<file path="src/rtl/cu_pkg.sv">
// Shared types and constants for the multi-cycle LEGv8 control unit:
// state and instruction-class enums, opcode match patterns and ALUOp codes.
package cu_pkg;

  typedef enum logic [2:0] {
    ST_RESET  = 3'd0,
    ST_FETCH  = 3'd1,
    ST_DECODE = 3'd2,
    ST_EXEC   = 3'd3,
    ST_MEM    = 3'd4,
    ST_WB     = 3'd5,
    ST_TRAP   = 3'd6
  } cu_state_t;

  typedef enum logic [2:0] {
    CL_RFMT    = 3'd0,
    CL_LDUR    = 3'd1,
    CL_STUR    = 3'd2,
    CL_CBZ     = 3'd3,
    CL_CBNZ    = 3'd4,
    CL_B       = 3'd5,
    CL_ILLEGAL = 3'd6
  } inst_class_t;

  localparam int DEC_W = 11;

  // Mask bits set to 1 are compared; 0 bits are don't-care opcode fields.
  localparam logic [DEC_W-1:0] RFMT_MASK = 11'b10011110111;
  localparam logic [DEC_W-1:0] RFMT_VAL  = 11'b10001010000;
  localparam logic [DEC_W-1:0] LDUR_MASK = 11'b11111111111;
  localparam logic [DEC_W-1:0] LDUR_VAL  = 11'b11111000010;
  localparam logic [DEC_W-1:0] STUR_MASK = 11'b11111111111;
  localparam logic [DEC_W-1:0] STUR_VAL  = 11'b11111000000;
  localparam logic [DEC_W-1:0] CBZ_MASK  = 11'b11111111000;
  localparam logic [DEC_W-1:0] CBZ_VAL   = 11'b10110100000;
  localparam logic [DEC_W-1:0] CBNZ_MASK = 11'b11111111000;
  localparam logic [DEC_W-1:0] CBNZ_VAL  = 11'b10110101000;
  localparam logic [DEC_W-1:0] B_MASK    = 11'b11111100000;
  localparam logic [DEC_W-1:0] B_VAL     = 11'b00010100000;

  localparam logic [1:0] ALUOP_ADD   = 2'b00;
  localparam logic [1:0] ALUOP_PASSB = 2'b01;
  localparam logic [1:0] ALUOP_RFMT  = 2'b10;

  function automatic logic op_match(input logic [DEC_W-1:0] op,
                                    input logic [DEC_W-1:0] mask,
                                    input logic [DEC_W-1:0] val);
    return (op & mask) == val;
  endfunction

endpackage

</file>
<file path="src/rtl/multicycle_control_unit_decode.sv">
// Combinational opcode classifier (cu_decode); only the top 11 opcode bits matter.
// CBNZ and B are recognised only when CU_CBNZ_B_EN is defined.
module cu_decode
  import cu_pkg::*;
#(
  parameter int OPCODE_W = 11
) (
  input  logic [OPCODE_W-1:0] opcode,
  output inst_class_t         cls
);

  logic [DEC_W-1:0] op;

  assign op = opcode[OPCODE_W-1 -: DEC_W];

  always_comb begin
    cls = CL_ILLEGAL;
    if (op_match(op, RFMT_MASK, RFMT_VAL))
      cls = CL_RFMT;
    else if (op_match(op, LDUR_MASK, LDUR_VAL))
      cls = CL_LDUR;
    else if (op_match(op, STUR_MASK, STUR_VAL))
      cls = CL_STUR;
    else if (op_match(op, CBZ_MASK, CBZ_VAL))
      cls = CL_CBZ;
`ifdef CU_CBNZ_B_EN
    else if (op_match(op, CBNZ_MASK, CBNZ_VAL))
      cls = CL_CBNZ;
    else if (op_match(op, B_MASK, B_VAL))
      cls = CL_B;
`endif
  end

endmodule

</file>
<file path="src/rtl/multicycle_control_unit.sv">
// Multi-cycle LEGv8 control unit: FETCH/DECODE/EXEC/MEM/WB sequencer with a
// memory-wait timeout and illegal-opcode trap. Define CU_CBNZ_B_EN for CBNZ and B.
module multicycle_control_unit
  import cu_pkg::*;
#(
  parameter int OPCODE_W     = 11,
  parameter int ALUOP_W      = 2,
  parameter int MEM_WAIT_MAX = 15
) (
  input  logic                clk,
  input  logic                rst_n,
  input  logic [OPCODE_W-1:0] opcode,
  input  logic                zero,
  input  logic                mem_ready,
  output logic                Reg2Loc,
  output logic                ALUSrc,
  output logic                MemtoReg,
  output logic                RegWrite,
  output logic                MemRead,
  output logic                MemWrite,
  output logic                Branch,
  output logic [ALUOP_W-1:0]  ALUOp,
  output logic                UncondBranch,
  output logic                PCWrite,
  output logic                IRWrite,
  output logic                illegal,
  output logic                timeout,
  output logic [2:0]          state
);

  localparam int CNT_W = $clog2(MEM_WAIT_MAX + 1);
  localparam logic [CNT_W-1:0] WAIT_LIMIT = CNT_W'(MEM_WAIT_MAX);

  cu_state_t        cur;
  inst_class_t      cls_q;
  inst_class_t      dec_cls;
  logic [CNT_W-1:0] wait_cnt;
  logic [CNT_W-1:0] wait_inc;
  logic             wait_hit;

  cu_decode #(.OPCODE_W(OPCODE_W)) u_decode (
    .opcode (opcode),
    .cls    (dec_cls)
  );

  assign state    = cur;
  assign wait_inc = wait_cnt + CNT_W'(1);
  // A ready memory on the limit cycle takes priority over the timeout.
  assign wait_hit = !mem_ready && (wait_inc == WAIT_LIMIT);

  always_ff @(posedge clk or negedge rst_n) begin
    if (!rst_n) begin
      cur      <= ST_RESET;
      cls_q    <= CL_RFMT;
      wait_cnt <= '0;
      illegal  <= 1'b0;
      timeout  <= 1'b0;
    end else begin
      case (cur)
        ST_RESET: begin
          cur      <= ST_FETCH;
          wait_cnt <= '0;
        end
        ST_FETCH: begin
          if (mem_ready) begin
            cur <= ST_DECODE;
          end else begin
            wait_cnt <= wait_inc;
            if (wait_hit) begin
              cur     <= ST_TRAP;
              timeout <= 1'b1;
            end
          end
        end
        ST_DECODE: begin
          cls_q <= dec_cls;
          if (dec_cls == CL_ILLEGAL) begin
            cur     <= ST_TRAP;
            illegal <= 1'b1;
          end else begin
            cur <= ST_EXEC;
          end
        end
        ST_EXEC: begin
          wait_cnt <= '0;
          case (cls_q)
            CL_RFMT:          cur <= ST_WB;
            CL_LDUR, CL_STUR: cur <= ST_MEM;
            default:          cur <= ST_FETCH;
          endcase
        end
        ST_MEM: begin
          if (mem_ready) begin
            wait_cnt <= '0;
            cur      <= (cls_q == CL_LDUR) ? ST_WB : ST_FETCH;
          end else begin
            wait_cnt <= wait_inc;
            if (wait_hit) begin
              cur     <= ST_TRAP;
              timeout <= 1'b1;
            end
          end
        end
        ST_WB: begin
          wait_cnt <= '0;
          cur      <= ST_FETCH;
        end
        ST_TRAP: cur <= ST_TRAP;
        default: cur <= ST_TRAP;
      endcase
    end
  end

  // Moore decode of the datapath controls; FETCH and CBZ/CBNZ also gate on ready/zero.
  always_comb begin
    Reg2Loc      = 1'b0;
    ALUSrc       = 1'b0;
    MemtoReg     = 1'b0;
    RegWrite     = 1'b0;
    MemRead      = 1'b0;
    MemWrite     = 1'b0;
    Branch       = 1'b0;
    ALUOp        = '0;
    UncondBranch = 1'b0;
    PCWrite      = 1'b0;
    IRWrite      = 1'b0;
    case (cur)
      ST_FETCH: begin
        MemRead = 1'b1;
        IRWrite = mem_ready;
        PCWrite = mem_ready;
      end
      ST_EXEC: begin
        case (cls_q)
          CL_RFMT: ALUOp = ALUOP_W'(ALUOP_RFMT);
          CL_LDUR: begin
            ALUSrc = 1'b1;
            ALUOp  = ALUOP_W'(ALUOP_ADD);
          end
          CL_STUR: begin
            ALUSrc  = 1'b1;
            Reg2Loc = 1'b1;
            ALUOp   = ALUOP_W'(ALUOP_ADD);
          end
          CL_CBZ, CL_CBNZ: begin
            Reg2Loc = 1'b1;
            ALUOp   = ALUOP_W'(ALUOP_PASSB);
            Branch  = 1'b1;
            PCWrite = (cls_q == CL_CBZ) ? zero : ~zero;
          end
          CL_B: begin
            UncondBranch = 1'b1;
            PCWrite      = 1'b1;
          end
          default: ;
        endcase
      end
      ST_MEM: begin
        ALUSrc = 1'b1;
        if (cls_q == CL_LDUR) begin
          MemRead = 1'b1;
        end else begin
          MemWrite = 1'b1;
          Reg2Loc  = 1'b1;
        end
      end
      ST_WB: begin
        RegWrite = 1'b1;
        MemtoReg = (cls_q == CL_LDUR);
      end
      default: ;
    endcase
  end

endmodule

</file>
<file path="config.mk">
export PLATFORM = sky130hd
export DESIGN_NAME = multicycle_control_unit
export DESIGN_NICKNAME = d
export VERILOG_FILES = /design/src/rtl/cu_pkg.sv /design/src/rtl/multicycle_control_unit_decode.sv /design/src/rtl/multicycle_control_unit.sv
export SDC_FILE = /design/constraint.sdc
export NUM_CORES = 1
export LEC_CHECK = 0
export CAP_MARGIN = 5
export CORE_MARGIN = 2
export CORE_UTILIZATION = 43
export DETAILED_ROUTE_END_ITERATION = 16
export PLACE_DENSITY = 0.76
export SLEW_MARGIN = 30
export SYNTH_ARGS = -nofsm -noshare
export SYNTH_HDL_FRONTEND = slang
export SYNTH_HIERARCHICAL = 1
export SYNTH_SLANG_ARGS = --single-unit
</file>
<file path="constraint.sdc">
create_clock -name clk -period 2.6 [get_ports clk]
set_input_delay 0.52 -clock clk [delete_from_list [all_inputs] [get_ports clk]]
set_output_delay 0.52 -clock clk [all_outputs]
set_load 0.02 [all_outputs]
</file>
==> flow_summary_export.csv, run 1 <==
group,metric,value,unit
outcome,outcome,"finished clean",
worst_setup_path,reg2reg_depth,5,
logic_synthesis,synth_fp_nets,131,
cts,cts-root-buf,"clkbuf_4",
logic_synthesis,syn_area,971,sq um
sta,finClkSkew,0.00154,ns
worst_setup_path,worst-endpoint-required,2.08,ns
routing,drt_wl_total,2.33,mm
cells_and_area,diodes,0,
worst_hold_path,hold_depth,1,
sta,tightest_slew,0.510,ns
power_and_ir_drop,peakVddDrop,0.530,mV
sta,setup_tns,0,ns
worst_hold_path,hold_end,"illegal",
power_and_ir_drop,p_leak,0.536,nW
place,gp_congestion,0.775,
floorplan,boundaryPins,32,
logic_synthesis,ys_async_sr_fraction,100,%
sta,post-route-period-util,97.3,%
place,placement.io_buffers,31,
global_route,grt_use_total,19.0,%
global_route,grt_max_degree,14,
cts,cts.htree.levels,1,
cells_and_area,multiInputGateArea,623,sq um
routing,drt_iter0_drc,32,
logic_synthesis,synth_flop_cell,"dfrtp_1",
routing,post_drt_wl_per_cell,13.4,microns
sta,rsz0062_at_grt,"no",
global_route,grt_first_pass_wirelength,3.92,mm
sta,fmax,395,MHz
place,place_hpwl,1.89,mm
logic_synthesis,synthCells,114,
cts,worst_skew_pair.late_latency,0.26,ns
cells_and_area,fillers,205,
logic_synthesis,yosysUniqueCellTypes,46,
worst_setup_path,crit_slowest_cell,"clkdlybuf4s50_1",
worst_hold_path,hold_start,"illegal",
worst_setup_path,rrSetupSlack,0.89,ns
logic_synthesis,synth_enable_flop_cells,0,
worst_setup_path,timing.rr.end,"state[0]",
cts,cts.sinks,12,
worst_setup_path,worstPathArrival,2.01,ns
cells_and_area,area_delta_synth_final,39.0,%
floorplan,die-width,51.5,microns
sta,setup_viol_count_final,0,
worst_setup_path,path_buf_inv,1,
cells_and_area,regArea,303,sq um
floorplan,std_cell_rows,17,
worst_setup_path,startpoint_type,"flip-flop",
sta,finalHoldViolCount,0,
cts,cts_tree,"yes",
floorplan,die_area,0.00265,sq mm
sta,min_period,2.53,ns
worst_setup_path,cpPeakStageDelay,0.63,ns
sta,timing.max_slew.rel_slack,65.9,%
worst_setup_path,cpLargestDelayFamily,"buffers and inverters",
cts,clk_path_buf_depth,2,
routing,drt-vias-per-instance,5.57,
cts,clk_pin_slew_worst_paths,0.06,ns
worst_setup_path,end_kind,"output pin",
run,drv_cap,0,
sta,hold_ws,0.454,ns
routing,remaining_drc_errors,0,
global_route,antenna_found_initial,0,
cts,numCtsBuffers,3,
worst_setup_path,critPathMaxFanout,9,
logic_synthesis,yosys_warnings,6,
cells_and_area,fin_nets,165,
floorplan,die_h,51.5,microns
power_and_ir_drop,p_per_area,725,mW/mm^2
floorplan,core,0.00217,sq mm
routing,first_pass_iters,5,
worst_setup_path,crit_type,"flip-flop to output pin",
routing,vias,970,
logic_synthesis,avgSynthCellArea,8.52,sq um
sta,drv_slew,0,
worst_hold_path,min_path_type,"flip-flop to flip-flop",
logic_synthesis,synth_seq_cells,12,
global_route,first_global_vias,888,
global_route,overflow,0,
floorplan,start_util,44.8,%
cts,cts_setup_buffers,0,
worst_setup_path,worstReg2RegStart,"wait_cnt[0]",
routing,ant_nets,0,
worst_setup_path,path_cells,"or3b_4, o22ai_1, clkdlybuf4s50_1",
logic_synthesis,seq_area_frac_synth,30.9,%
cells_and_area,drive_above_1_share,12.3,%
## report_power, final
part	leakage [nW]	internal, mW	switching [mW]
logic	0.382	0.276	0.292
clock network	0.0138	0.0534	0.0510
registers	0.140	0.237	0.0697
## worst reg2reg max path: stages, from the launching register on
cell	delay (ns)
dfrtp_1	0.44
ha_1	0.27
nand2b_1	0.19
nor4b_1	0.30
a311oi_1	0.13
o221a_1	0.27
## Yosys cell counts, types with 2 or more instances
library cell  instances  area, sq um
nor3b_1               2         15.0
nor3_1                4         20.0
nand2b_1              8         50.1
a21oi_1               6         30.0
clkbuf_1              2         7.51
ha_1                  2         25.0
nand3b_1              2         15.0
nand3_1               2         10.0
or3b_1                2         17.5
nor2_1               12         45.0
o21bai_1              4         30.0
o31ai_1               4         30.0
nand2_1               4         15.0
a31oi_1               2         12.5
dfrtp_1              12          300
o22ai_1               2         12.5
buf_4                 2         15.0
a21o_1                2         15.0
inv_1                 5         18.8
nor2b_1               4         25.0
nor4_1                2         12.5
o21ai_0               5         25.0
## area by class of cell
cell class	instances	share of cell area (%)
inverters	5	1.39
flip-flops and latches	12	22.4
repair buffers	35	25.8
well taps	28	2.60
multi-input cells	91	46.2
clock buffers	3	1.67
## cell families (layout without fill, tap and decap cells)
kind of cell    after synthesis  after routing  share of synthesized area, %
mux                           3              3                          3.35
buf+inv                      11             43                          5.93
compound gates               33             33                          22.9
flops                        12             12                          30.9
fa+ha+maj                     2              2                          2.58
xor+xnor                      1              1                         0.902
simple gates                 52             52                          33.4
## layer usage
layer  vias up  routed length, microns  track usage [%]
li1        489                       -                -
met1       450                    1150             28.2
met2        29                    1050             28.6
met3         2                     119             2.59
met4         0                      10             6.14
met5         -                       0                0
## flip-flops by register name (all words and copies together) (netlist names)
| name | count |
|---|---|
| wait_cnt | 4 |
| cls_q | 3 |
| state | 3 |
| illegal | 1 |
| timeout | 1 |
## cells in the final DEF, fill, tap and decap left out, types with 2 or more instances in the layout
master | synthesis | layout
a21o_1 | 2 | 2
a21oi_1 | 6 | 6
a31oi_1 | 2 | 2
buf_4 | 2 | 4
clkbuf_4 | 0 | 3
clkdlybuf4s50_1 | 0 | 28
dfrtp_1 | 12 | 10
dfrtp_2 | 0 | 2
dlymetal6s2s_1 | 0 | 3
ha_1 | 2 | 2
inv_1 | 5 | 5
nand2_1 | 4 | 4
nand2b_1 | 8 | 7
nand3_1 | 2 | 2
nand3b_1 | 2 | 2
nor2_1 | 12 | 12
nor2b_1 | 4 | 4
nor3_1 | 4 | 4
nor4_1 | 2 | 2
o21ai_0 | 5 | 5
o21bai_1 | 4 | 4
o22ai_1 | 2 | 2
o31ai_1 | 4 | 4
## what timing repair did
action	4_1_cts	5_1_grt
resized for setup	1	7
endpoints found under the setup margin	1	7
hold buffers	0	0
pin swaps	0	0
## per-stage QoR
stage / instance area (sq um) / cells / util, % / total power [mW] / setup slack [ns]
global route: 1350 / 174 / 62.2 / 1.05 / 0.00172
global placement: 1310 / 171 / 60.3 / 0.854 / 0.176
floorplan: 971 / 114 / - / 0.649 / 0.354
CTS: 1330 / 174 / 61.4 / 0.978 / 0.0174
detailed placement: 1310 / 171 / 60.3 / 0.863 / 0.161
finish: 1350 / 174 / 62.2 / 0.979 / 0.0715
## worst max-delay path by stage
| stage | start | endpoint | cells past startpoint |
|---|---|---|---|
| 3_5_place_dp | mem_ready | PCWrite | 4 |
| 4_1_cts | state[0] | Reg2Loc | 4 |
| 5_1_grt | state[2] | PCWrite | 3 |
| 6_report | state[2] | PCWrite | 3 |
| 2_1_floorplan | state[0] | Reg2Loc | 4 |
| 3_3_place_gp | mem_ready | PCWrite | 4 |
Note: power is estimated with default switching activity, not from simulation.
==> run 2: changes to the inputs <==
--- a/config.mk
+++ b/config.mk
@@ -9,8 +9,9 @@
 export CORE_MARGIN = 2
 export CORE_UTILIZATION = 43
 export DETAILED_ROUTE_END_ITERATION = 16
+export GPL_TIMING_DRIVEN = 0
 export PLACE_DENSITY = 0.76
-export SLEW_MARGIN = 30
+export SLEW_MARGIN = 15
 export SYNTH_ARGS = -nofsm -noshare
 export SYNTH_HDL_FRONTEND = slang
 export SYNTH_HIERARCHICAL = 1
==> flow_summary_export.csv, run 2 (synthesis gave the netlist of run 1 again) <==
group,metric,value,unit
sta,setup_viol_count_final,0,
sta,min_period,2.47,ns
cts,ctsResizeCount,4,
floorplan,core,0.00217,sq mm
sta,setup_ws,0.126,ns
cts,cts_tree,"yes",
floorplan,die_area,0.00265,sq mm
cts,ctsHoldBuffers,0,
routing,remaining_drc_errors,0,
worst_setup_path,cpPeakStageDelay,0.61,ns
sta,timing.max_slew.rel_slack,59.7,%
cts,cts_setup_buffers,0,
run,drv_cap,0,
routing,post_drt_wl_per_cell,14.1,microns
floorplan,boundaryPins,32,
worst_setup_path,end_kind,"output pin",
global_route,antenna_found_initial,0,
place,placement.io_buffers,30,
routing,ant_nets,0,
global_route,grt_max_degree,13,
cells_and_area,final_cell_mix,"clkdlybuf4s50_1 (22), nor2_1 (12), dfrtp_1 (11), nand2b_1 (8)",
cts,clk_pin_slew_worst_paths,0.08,ns
power_and_ir_drop,power.share.combinational,54.0,%
worst_setup_path,cpLargestDelayFamily,"buffers and inverters",
global_route,grt_use_total,21.5,%
power_and_ir_drop,p_per_area,744,mW/mm^2
cts,cts.htree.levels,1,
worst_setup_path,worstPathArrival,1.95,ns
cts,cts.sinks,12,
power_and_ir_drop,p_seq_share,30.4,%
cells_and_area,diodes,0,
power_and_ir_drop,p_sw_share,43.0,%
sta,post-route-period-util,95.2,%
floorplan,start_util,44.8,%
cells_and_area,stdcell_area,0.00136,sq mm
worst_setup_path,crit_slowest_cell,"clkdlybuf4s50_1",
power_and_ir_drop,p_int,0.575,mW
cells_and_area,layout_commonest_cell,"clkdlybuf4s50_1",
floorplan,std_cell_rows,17,
floorplan,die-width,51.5,microns
cells_and_area,largest_register,"wait_cnt",
worst_setup_path,worst-endpoint-required,2.08,ns
power_and_ir_drop,peakVddDrop,0.464,mV
sta,finalHoldViolCount,0,
power_and_ir_drop,p_total,1.01,mW
cts,clk_path_buf_depth,2,
cts,cts-root-buf,"clkbuf_4",
worst_setup_path,path_cells,"buf_2, or3b_1, nor2b_1, clkdlybuf4s50_1",
cts,worst_skew_pair.late_latency,0.28,ns
global_route,first_global_vias,944,
power_and_ir_drop,p_leak,0.606,nW
floorplan,die_h,51.5,microns
place,post-place-ws,0.173,ns
place,placed_cell_area,0.00131,sq mm
sta,rsz0062_at_grt,"no",
cells_and_area,fin_nets,166,
global_route,overflow,0,
place,gp_congestion,0.826,
power_and_ir_drop,power_switching,0.434,mW
worst_hold_path,min_path_type,"flip-flop to flip-flop",
cells_and_area,area_delta_synth_final,39.8,%
routing,vias,1017,
cells_and_area,largest_reg_flops,4,
outcome,outcome,"finished clean",
sta,setup_tns,0,ns
routing,drt_wl_total,2.48,mm
routing,drt_iter0_drc,23,
routing,drt-vias-per-instance,5.78,
sta,finClkSkew,0.000871,ns
cells_and_area,drive_above_1_share,10.8,%
cts,numCtsBuffers,3,
sta,fmax,404,MHz
power_and_ir_drop,p_clk_share,15.7,%
sta,drv_slew,0,
sta,tightest_slew,0.602,ns
global_route,grt_first_pass_wirelength,4.25,mm
worst_setup_path,path_buf_inv,2,
worst_setup_path,startpoint_type,"flip-flop",
worst_setup_path,crit_type,"flip-flop to output pin",
worst_setup_path,critPathMaxFanout,8,
place,place_hpwl,1.82,mm
routing,first_pass_iters,4,
==> run 2: changes by cell type in the layout (fill, tap and decap cells not counted), moves of 2 or more <==
| cell | delta |
|---|---|
| dlymetal6s2s_1 | +3 |
| clkdlybuf4s50_1 | -6 |
| buf_4 | -2 |
| dlygate4sd2_1 | +2 |
==> run 2: per-layer routing <==
| metal | GRT usage (%) | wire [microns] | vias to the layer above |
|---|---|---|---|
| li1 | - | - | 485 |
| met5 | 0 | 0 | - |
| met2 | 35.5 | 1180 | 43 |
| met4 | 6.58 | 45 | 0 |
| met1 | 27.5 | 1100 | 479 |
| met3 | 5.46 | 160 | 10 |
==> run 2: cell type report <==
type / instances / area (sq um)
Inverter: 5 / 18.8
Clock buffer: 4 / 36.3
Sequential cell: 12 / 302
Multi-Input combinational cell: 91 / 613
Timing Repair Buffer: 30 / 313
Tap cell: 28 / 35.0
Fill cell: 188 / 812
Buffer: 6 / 40.0
==> run 2: final timing paths <==
kind	from	end	slack, ns	cells after the start
max	cls_q[0]	MemtoReg	0.13	4
min	illegal	illegal	0.47	1
max reg2reg	wait_cnt[0]	state[0]	0.90	5
min reg2reg	illegal	illegal	0.47	1
max in group asynchronous	rst_n	state[0]	1.57	1
min in group asynchronous	rst_n	wait_cnt[0]	0.61	1
==> run 2: power by group through the flow <==
stage / sequential [mW] / combinational (mW) / clock [mW]
3_5_place_dp: 0.308 / 0.550 / 0
2_1_floorplan: 0.320 / 0.329 / 0
5_1_grt: 0.321 / 0.596 / 0.173
6_report: 0.307 / 0.545 / 0.158
3_3_place_gp: 0.306 / 0.540 / 0
4_1_cts: 0.306 / 0.547 / 0.159
==> run 2: per-stage QoR <==
stage / hold slack (ns) / cells / utilization, %
after detailed placement: 0.448 / 172 / 60.2
after global routing: 0.496 / 176 / 62.6
final: 0.470 / 176 / 62.6
after floorplan: 0.224 / 114 / -
after CTS: 0.475 / 176 / 61.9
after global placement: 0.441 / 172 / 60.2
==> run 3: changes to the inputs <==
--- a/config.mk
+++ b/config.mk
@@ -5,11 +5,13 @@
 export SDC_FILE = /design/constraint.sdc
 export NUM_CORES = 1
 export LEC_CHECK = 0
+export ABC_AREA = 1
 export CAP_MARGIN = 5
 export CORE_MARGIN = 2
 export CORE_UTILIZATION = 43
 export DETAILED_ROUTE_END_ITERATION = 16
 export GPL_TIMING_DRIVEN = 0
+export MAX_ROUTING_LAYER = met4
 export PLACE_DENSITY = 0.76
 export SLEW_MARGIN = 15
 export SYNTH_ARGS = -nofsm -noshare
==> flow_summary_export.csv, run 3 <==
group,metric,value,unit
outcome,outcome,"finished clean",
cells_and_area,stdcell_area,0.00136,sq mm
cells_and_area,final_cell_mix,"nand2_1 (56), clkdlybuf4s50_1 (30), inv_1 (22), nor2_1 (19), nand3_1 (15)",
worst_setup_path,worstReg2RegStart,"state[1]",
cts,numCtsBuffers,3,
global_route,first_global_vias,897,
worst_setup_path,rrSetupSlack,1.35,ns
sta,setup_viol_count_final,0,
cts,cts.sinks,12,
logic_synthesis,synthTopCellsByArea,"dfrtp_1 (31%), nand2_1 (22%), inv_1 (8.5%)",
logic_synthesis,synth_most_common_cell,"nand2_1",
floorplan,die-width,51.6,microns
cells_and_area,area_delta_synth_final,39.5,%
cts,cts-root-buf,"clkbuf_4",
floorplan,core,0.00217,sq mm
power_and_ir_drop,p_leak,0.726,nW
logic_synthesis,synth_common_cells,"nand2_1 (56), inv_1 (22), nor2_1 (19), nand3_1 (15), dfrtp_1 (12)",
worst_setup_path,end_kind,"output pin",
cts,cts.htree.levels,1,
floorplan,std_cell_rows,17,
run,drv_cap,0,
worst_hold_path,min_path_type,"flip-flop to flip-flop",
global_route,overflow,0,
place,placed_cell_area,0.00132,sq mm
routing,post_drt_wl_per_cell,9.75,microns
cells_and_area,fin_nets,213,
sta,rsz0062_at_grt,"no",
worst_setup_path,startpoint_type,"flip-flop",
power_and_ir_drop,p_per_area,857,mW/mm^2
routing,first_pass_iters,4,
sta,finClkSkew,0.00766,ns
worst_setup_path,worst-endpoint-required,2.08,ns
sta,tightest_slew,0.544,ns
floorplan,die_area,0.00266,sq mm
cells_and_area,largest_reg_flops,4,
routing,vias,1064,
logic_synthesis,seq_area_frac_synth,30.9,%
logic_synthesis,synth_fp_nets,177,
logic_synthesis,synth_flop_cell,"dfrtp_1",
worst_setup_path,critPathMaxFanout,7,
sta,setup_tns,0,ns
sta,min_period,2.43,ns
cts,ctsHoldBuffers,0,
place,placement.io_buffers,31,
cts,worst_skew_pair.late_latency,0.28,ns
place,dp_cells,219,
sta,post-route-period-util,93.6,%
floorplan,start_util,44.8,%
place,place_hpwl,1.79,mm
logic_synthesis,synth_seq_cells,12,
routing,topRoutingLayerUsed,"met4",
global_route,grt_first_pass_wirelength,3.66,mm
logic_synthesis,synth_enable_flop_cells,0,
worst_setup_path,startpoint,"state[2]",
cells_and_area,layout_commonest_cell,"nand2_1",
cells_and_area,drive_above_1_share,12.3,%
logic_synthesis,synthCells,160,
floorplan,boundaryPins,32,
logic_synthesis,yosysUniqueCellTypes,18,
logic_synthesis,yosys_warnings,6,
sta,fmax,411,MHz
cts,cts_tree,"yes",
routing,drt_iter0_drc,30,
place,gp_congestion,0.813,
routing,drt_wl_total,2.18,mm
cells_and_area,fin_util,62.5,%
routing,met2_length,1.01,mm
logic_synthesis,synth_top_cell_by_area,"dfrtp_1",
cells_and_area,diodes,0,
routing,wl_met3,124,microns
sta,timing.max_slew.rel_slack,63.6,%
cells_and_area,largest_register,"wait_cnt",
sta,finalHoldViolCount,0,
cts,clk_path_buf_depth,2,
logic_synthesis,ys_async_sr_fraction,100,%
worst_setup_path,endpoint,"ALUOp[0]",
cells_and_area,final_cells,223,
cts,clk_pin_slew_worst_paths,0.07,ns
global_route,grt_max_degree,13,
worst_setup_path,worstPathArrival,1.91,ns
logic_synthesis,synth_top_area_share,30.9,%
sta,drv_slew,0,
worst_setup_path,reg2reg_depth,6,
global_route,grt_use_total,18.8,%
worst_setup_path,crit_type,"flip-flop to output pin",
routing,ant_nets,0,
logic_synthesis,syn_area,972,sq um
floorplan,die_h,51.6,microns
worst_setup_path,timing.rr.end,"wait_cnt[1]",
routing,wl_met1,995,microns
cts,cts_setup_buffers,0,
global_route,antenna_found_initial,0,
routing,remaining_drc_errors,0,
routing,drt-vias-per-instance,4.77,
power_and_ir_drop,peakVddDrop,0.406,mV
logic_synthesis,avgSynthCellArea,6.08,sq um
## run 3: repair_timing
| item | in CTS | in global routing |
|---|---|---|
| endpoints found under the setup margin | 0 | 1 |
| resized for setup | 0 | 1 |
| hold endpoints to repair | 0 | 0 |
## run 3: layout make-up
cell class	count	area [sq um]
Multi-Input combinational cell	120	562
Sequential cell	12	300
Inverter	26	97.6
Fill cell	218	813
Buffer	2	12.5
Clock buffer	4	36.3
Timing Repair Buffer	31	313
Tap cell	28	35.0
## run 3: metal layers
metal / up-vias / global-route usage [%]
li1: 565 / -
met1: 458 / 22.0
met2: 36 / 32.3
met3: 5 / 1.72
met4: 0 / 9.21
met5: - / -
## run 3: how the worst min path moves through the flow
stage / from / to / slack [ns] / cells past startpoint
floorplan: rst_n / cls_q[0] / 0.22 / 0
global placement: illegal / illegal / 0.45 / 2
detailed placement: timeout / timeout / 0.45 / 2
CTS: illegal / illegal / 0.47 / 2
global route: illegal / illegal / 0.51 / 2
finish: illegal / illegal / 0.47 / 2
## run 3: cells by family after synthesis
group,count (synthesis),synth area share [%]
flops,12,30.9
compound gates,9,4.63
fa+ha+maj,2,2.57
buf+inv,28,11.3
simple gates,109,50.6
## run 3: through the flow
stage               power (mW)  setup WS, ns  hold slack (ns)
floorplan                0.759         0.672            0.224
global placement         0.991         0.130            0.446
detailed placement        1.02         0.130            0.449
CTS                       1.17         0.120            0.474
global route              1.27        0.0294            0.515
finish                    1.16         0.166            0.468
## run 3: critical path, cell delays in order (launching register included)
cell and delay [ns]:
dfrtp_1 0.46, inv_2 0.13, nand3_2 0.16, nor2_1 0.18
buf_4 0.12, clkdlybuf4s50_1 0.59
## run 3: power by group
group | total (mW) | internal (mW) | switching, mW
sequential | 0.314 | 0.240 | 0.0739
combinational | 0.698 | 0.282 | 0.417
clock | 0.150 | 0.0852 | 0.0646
==> variant 1: new RTL, flow settings as in run 2 <==
The parameter `MEM_WAIT_MAX` goes from 15 to 30.
--- a/src/rtl/multicycle_control_unit.sv
+++ b/src/rtl/multicycle_control_unit.sv
@@ -5,7 +5,7 @@
 #(
   parameter int OPCODE_W     = 11,
   parameter int ALUOP_W      = 2,
-  parameter int MEM_WAIT_MAX = 15
+  parameter int MEM_WAIT_MAX = 30
 ) (
   input  logic                clk,
   input  logic                rst_n,
Behaviour: same outputs for any inputs over 10 cycles, from zero or initial values and one cycle with rst_n low; that may be too few to reach the edited logic, so the function may still have changed.
==> variant 1 against run 2 <==
- cell area increased by 5.6%
- setup slack improved by 0.013 ns
- sequential cell count increased by 1
- global-route usage increased by 0.47 points
- area after synthesis increased by 8.2%
- routed wire length increased by 9.7%
- synthesized cell count increased by 8.8%
- register-to-register slack got worse by 0.02 ns
- via count increased by 5.1%
Power is not compared: it rests on default switching activity, and its combinational part moved more than twofold at a synthesized area within 25%.
==> variant 1: results (changes against run 2) <==
Parameter                              Value

Routing
  Metal-1 WL    1090 um (was 1100 um)
  Uppermost routed layer    met4 (unchanged)
  DRC marker count from the first detailed-route iteration    39 (was 23)
  Routed length on met2    1450 um (was 1180 um)
  Wire length on met3    131 um (was 160 um)
  Detailed-router iteration count before antenna repair    4 (unchanged)
  Wire length per cell    14.6 um (was 14.1 um)
  Post-DR vias/cell    5.75 (was 5.78)

Worst setup path
  Reg-to-reg startpoint    wait_cnt[0] (unchanged)
  Register-to-register setup slack    0.88 ns (was 0.90 ns)
  Critical path fanouts, max    10 (was 8)
  Number of cells on the worst reg-to-reg path    5 (unchanged)
  Kind of launch point of the worst setup path    flip-flop (unchanged)
  Arrival @ worst endpoint    1.94 ns
  Worst R2R End    state[0] (unchanged)

Placement
  Number of I/O port buffers    30 (unchanged)
  Post-DP HPWL    2130 um (was 1820 um)
  Routability congestion estimate    0.885 (was 0.826)

Cells and area
  Antenna fix cells    0 (unchanged)
  Number of flip-flops in the largest register    5 (was 4)
  Net count, final    176 (was 166)
  Register bank with the most flops    wait_cnt (unchanged)
  Fraction of layout instances using a drive strength above 1    15.8% (was 10.8%)

GRT
  Maximum number of pins on one net before global-route repair    14 (was 13)
  Vias in the first global route    1038 (was 944)
  Initial antenna violation count    0 (unchanged)
  Tot GR Track Use    21.9% (was 21.5%)
  Global-route wire length before repair    4510 um (was 4250 um)

Timing
  Slew of the pin with the lowest slew margin    0.613 ns (was 0.602 ns)
  Worst Clk Skew    0.00260 ns (was 0.000871 ns)

Run status
  Run status    finished clean (unchanged)

Clocking
  Insertion delay to the later sink of the worst-skew pair    0.28 ns (about the same)
  H-tree depth    1 (unchanged)
  Clock-pin slew on the worst setup and hold paths    0.08 ns (about the same)
  Inserted Clock Buffers    3 (unchanged)
  Buffer depth of the longest clock path    2 (unchanged)
  Root cell of the clock tree    clkbuf_4 (unchanged)

Yosys
  Seq/Total Area, Yosys    31.0% (was 30.9%)
  Share of async-settable or async-resettable flops after synthesis    100% (unchanged)
  Top cells by count, synth    dfrtp_1 (13), nand2_1 (9), nand3_1 (8), nor2_1 (8), o21ai_0 (8) (was dfrtp_1 (12), nor2_1 (12), nand2b_1 (8))
  Warnings, synthesis    6 (unchanged)
  Nets in the synthesized netlist    141 (was 131)
  Distinct cell type count after synthesis    46 (unchanged)
  Cells taking the most area after synthesis    dfrtp_1 (31%), nand3_1 (3.8%), o21ai_0 (3.8%) (was dfrtp_1 (31%), nand2b_1 (5.2%), nor2_1 (4.6%))

Worst hold path
  Hold Crit Endpoint    timeout (was illegal)
  Class of the most critical hold timing path    flip-flop to flip-flop (unchanged)
  Worst min-delay path startpoint    timeout (was illegal)
  Worst hold stages    1 (unchanged)

Power
  Leakage power    around 0.00066 uW
  Worst IR drop on VDD    259 uV
variant 1: cell types whose count changed after synthesis, sizes merged, moves of 3 or more:
cell | run 2 | this run
nand2 | 4 | 9
o31ai | 4 | 1
o21ai | 6 | 9
a22o | 0 | 4
nor2 | 14 | 9
nand2b | 8 | 2
nand3 | 2 | 8
variant 1: worst max-delay path, cell delays in order, from the launching register on:
cell	delay, ns
dfrtp_1	0.36
clkbuf_4	0.22
inv_1	0.14
nor2_2	0.18
nand2_1	0.17
a21oi_2	0.16
buf_4	0.11
dlygate4sd2_1	0.32
variant 1: power breakdown:
group | internal (uW) | switching [uW] | total [uW] | leakage (uW)
clock network | 57.2 | 69.9 | 127 | 0.0000177
logic | 26.3 | 19.9 | 46.2 | 0.000488
registers | 203 | 0.751 | 203 | 0.000156
total | 286 | 90.5 | 377 | 0.000662
variant 1: timing repair:
item,4_1_cts,5_1_grt
endpoints found under the setup margin,9,7
gates cloned,0,0
buffers inserted,0,0
resized for setup,9,8
variant 1: how the worst max path moves through the flow:
| stage | from | to | slack (ns) |
|---|---|---|---|
| 2_1_floorplan | state[0] | ALUOp[1] | 0.38 |
| 3_3_place_gp | state[0] | ALUOp[0] | 0.11 |
| 3_5_place_dp | state[0] | ALUOp[0] | 0.05 |
| 4_1_cts | state[0] | ALUOp[0] | 0.005 |
| 5_1_grt | state[0] | ALUOp[0] | 0.04 |
| 6_report | state[0] | ALUOp[0] | 0.14 |
variant 1: area by class of cell:
type | count | area, um2
buffer | 7 | 42.5
inverter | 7 | 26.3
clock inverter | 1 | 5.00
sequential | 13 | 325
tap | 28 | 35.0
clock buffer | 3 | 22.5
fill | 210 | 821
timing repair buffer | 30 | 299
multi-input combinational | 97 | 678
variant 1: kinds of logic after synthesis:
kind of cell	synth area share (%)
and+or+nand+nor	31.3
xor gates and xnor gates	2.50
DFF	31.0
adders and majority gates	2.38
AOI/OAI and AO/OA	23.6
buffers and inverters	6.19
muxes	3.10
variant 1: layer usage:
layer | track usage, % | up-vias
li1 | - | 526
met1 | 24.5 | 508
met2 | 40.1 | 31
met3 | 4.80 | 4
met4 | 7.69 | 0
met5 | 0 | -
variant 1: stage by stage:
stage / power [uW] / worst slack [ns] / hold slack [ns] / std cells / cell area (um2)
after floorplan: 223 / 0.377 / 0.224 / 124 / 1050
after global placement: 252 / 0.107 / 0.442 / 182 / 1390
after detailed placement: 254 / 0.0476 / 0.449 / 182 / 1390
after CTS: 379 / 0.00545 / 0.468 / 186 / 1420
after global routing: 394 / 0.0400 / 0.475 / 186 / 1430
final: 377 / 0.138 / 0.461 / 186 / 1430
==> variant 2: new RTL, config.mk and constraints of run 2 <==
Made on the original files. Make the reset (`rst_n`) synchronous in one clocked block.
--- a/src/rtl/multicycle_control_unit.sv
+++ b/src/rtl/multicycle_control_unit.sv
@@ -48,7 +48,7 @@
   // A ready memory on the limit cycle takes priority over the timeout.
   assign wait_hit = !mem_ready && (wait_inc == WAIT_LIMIT);
 
-  always_ff @(posedge clk or negedge rst_n) begin
+  always_ff @(posedge clk) begin
     if (!rst_n) begin
       cur      <= ST_RESET;
       cls_q    <= CL_RFMT;
Formal check against the unedited RTL: differs if rst_n is asserted again (counterexample within 4 cycles, from zero or initial values and one cycle with rst_n low); with rst_n held inactive, the same outputs for 10 cycles.
==> variant 2 against run 2 <==
- routed wire length down 14%
- clock skew is 0.0031 ns higher
- sequential cell count stayed put
- setup slack got worse by 0.039 ns
- area after synthesis down 3.1%
- highest routed layer unchanged
- cell area shrank 3.6%
Power is not compared: it rests on default switching activity, and its combinational part moved more than twofold at a synthesized area within 25%.
==> variant 2: results (changes against run 2) <==
Parameter                              Value

Run status
  Run status    finished clean (unchanged)

Timing
  Slew of the pin with the lowest slew margin    0.426 ns (was 0.602 ns)
  Worst Clk Skew    0.00394 ns (was 0.000871 ns)

Yosys
  Nets in the synthesized netlist    129 (was 131)
  Share of async-settable or async-resettable flops after synthesis    0% (was 100%)
  Cells taking the most area after synthesis    dfxtp_1 (26%), nor2b_1 (4.7%), a21oi_1 (4.3%) (was dfrtp_1 (31%), nand2b_1 (5.2%), nor2_1 (4.6%))
  Avg Inst Size Synth    8.40 um2 (was 8.52 um2)
  Distinct cell type count after synthesis    46 (unchanged)
  Top cells by count, synth    dfxtp_1 (12), a21oi_1 (8), inv_1 (8), nor2_1 (8), nor2b_1 (7) (was dfrtp_1 (12), nor2_1 (12), nand2b_1 (8))

Routing
  Final wirelength    2140 um (was 2480 um)
  DRC marker count from the first detailed-route iteration    14 (was 23)

Cells and area
  Fraction of layout instances using a drive strength above 1    12.3% (was 10.8%)
  Net count, final    165 (was 166)
  Number of flip-flops in the largest register    4 (unchanged)
  Filler Cell Count    180 (was 188)

Worst setup path
  Crit path max-delay family    buffers and inverters (unchanged)
  Kind of launch point of the worst setup path    input pin (was flip-flop)
  Worst R2R End    state[2] (was state[0])
  Critical path fanouts, max    5 (was 8)
  Register-to-register setup slack    1.02 ns (was 0.90 ns)
  Arrival @ worst endpoint    1.99 ns (was 1.95 ns)
  Reg-to-reg startpoint    state[2] (was wait_cnt[0])

GRT
  Tot GR Track Use    18.5% (was 21.5%)
  Maximum number of pins on one net before global-route repair    11 (was 13)
  Initial antenna violation count    0 (unchanged)
  Vias in the first global route    852 (was 944)
  Global-route wire length before repair    3750 um (was 4250 um)

Clocking
  Resized cells post-CTS    4 (unchanged)

Placement
  Post-DP HPWL    1670 um (was 1820 um)
  Routability congestion estimate    0.828 (was 0.826)

Worst hold path
  Hold Crit Endpoint    illegal (unchanged)
  Worst min-delay path startpoint    illegal (unchanged)
## variant 2: worst max path at each step
stage,from,to,slack [ns],depth (start not counted)
after floorplan,state[2],ALUSrc,0.44,4
after global routing,state[2],ALUOp[0],0.03,6
final,mem_ready,IRWrite,0.09,3
after CTS,mem_ready,PCWrite,0.02,4
after detailed placement,mem_ready,PCWrite,0.03,4
after global placement,mem_ready,PCWrite,0.03,4
## variant 2: per-stage QoR
step	hold slack (ns)	power [uW]	area (um2)	util, %	worst slack, ns
finish	0.471	539	1310	64.7	0.0873
global placement	0.447	427	1280	63.6	0.0252
global route	0.496	573	1310	64.7	0.0307
detailed placement	0.457	430	1280	63.6	0.0322
CTS	0.476	547	1300	64.4	0.0207
floorplan	0.537	343	941	-	0.436
## variant 2: power groups by stage
| stage | Sequential (uW) | Clock (uW) | Combinational (uW) |
|---|---|---|---|
| final | 215 | 114 | 210 |
| after global placement | 218 | 0 | 209 |
| after floorplan | 223 | 0 | 120 |
| after detailed placement | 219 | 0 | 212 |
| after global routing | 217 | 126 | 230 |
| after CTS | 214 | 122 | 211 |
## variant 2: final cells by class
class	instances	area [um2]	share of cell area, %
inverters	8	30.0	2.29
clock buffers	3	22.5	1.72
well taps	27	33.8	2.58
plain buffers	5	25.0	1.91
repair buffers	31	309	23.6
multi-input cells	87	648	49.5
flip-flops and latches	12	240	18.4
## variant 2: metal layers
layer / part of all wire, % / vias up / global-route usage, %
li1: - / 478 / -
met1: 50 / 432 / 23.4
met2: 46 / 20 / 31.4
met3: 3.0 / 2 / 1.79
met4: 0.65 / 0 / 8.56
met5: 0 / - / 0
## variant 2: cell families (layout without fill, tap and decap cells)
kind of cell | Yosys count | in the layout | share of synthesized area [%]
mux | 4 | 4 | 4.26
flops | 12 | 12 | 25.5
simple gates | 48 | 48 | 33.8
fa+ha+maj | 2 | 2 | 2.66
buf+inv | 13 | 47 | 5.85
compound gates | 30 | 30 | 25.1
xor+xnor | 3 | 3 | 2.79
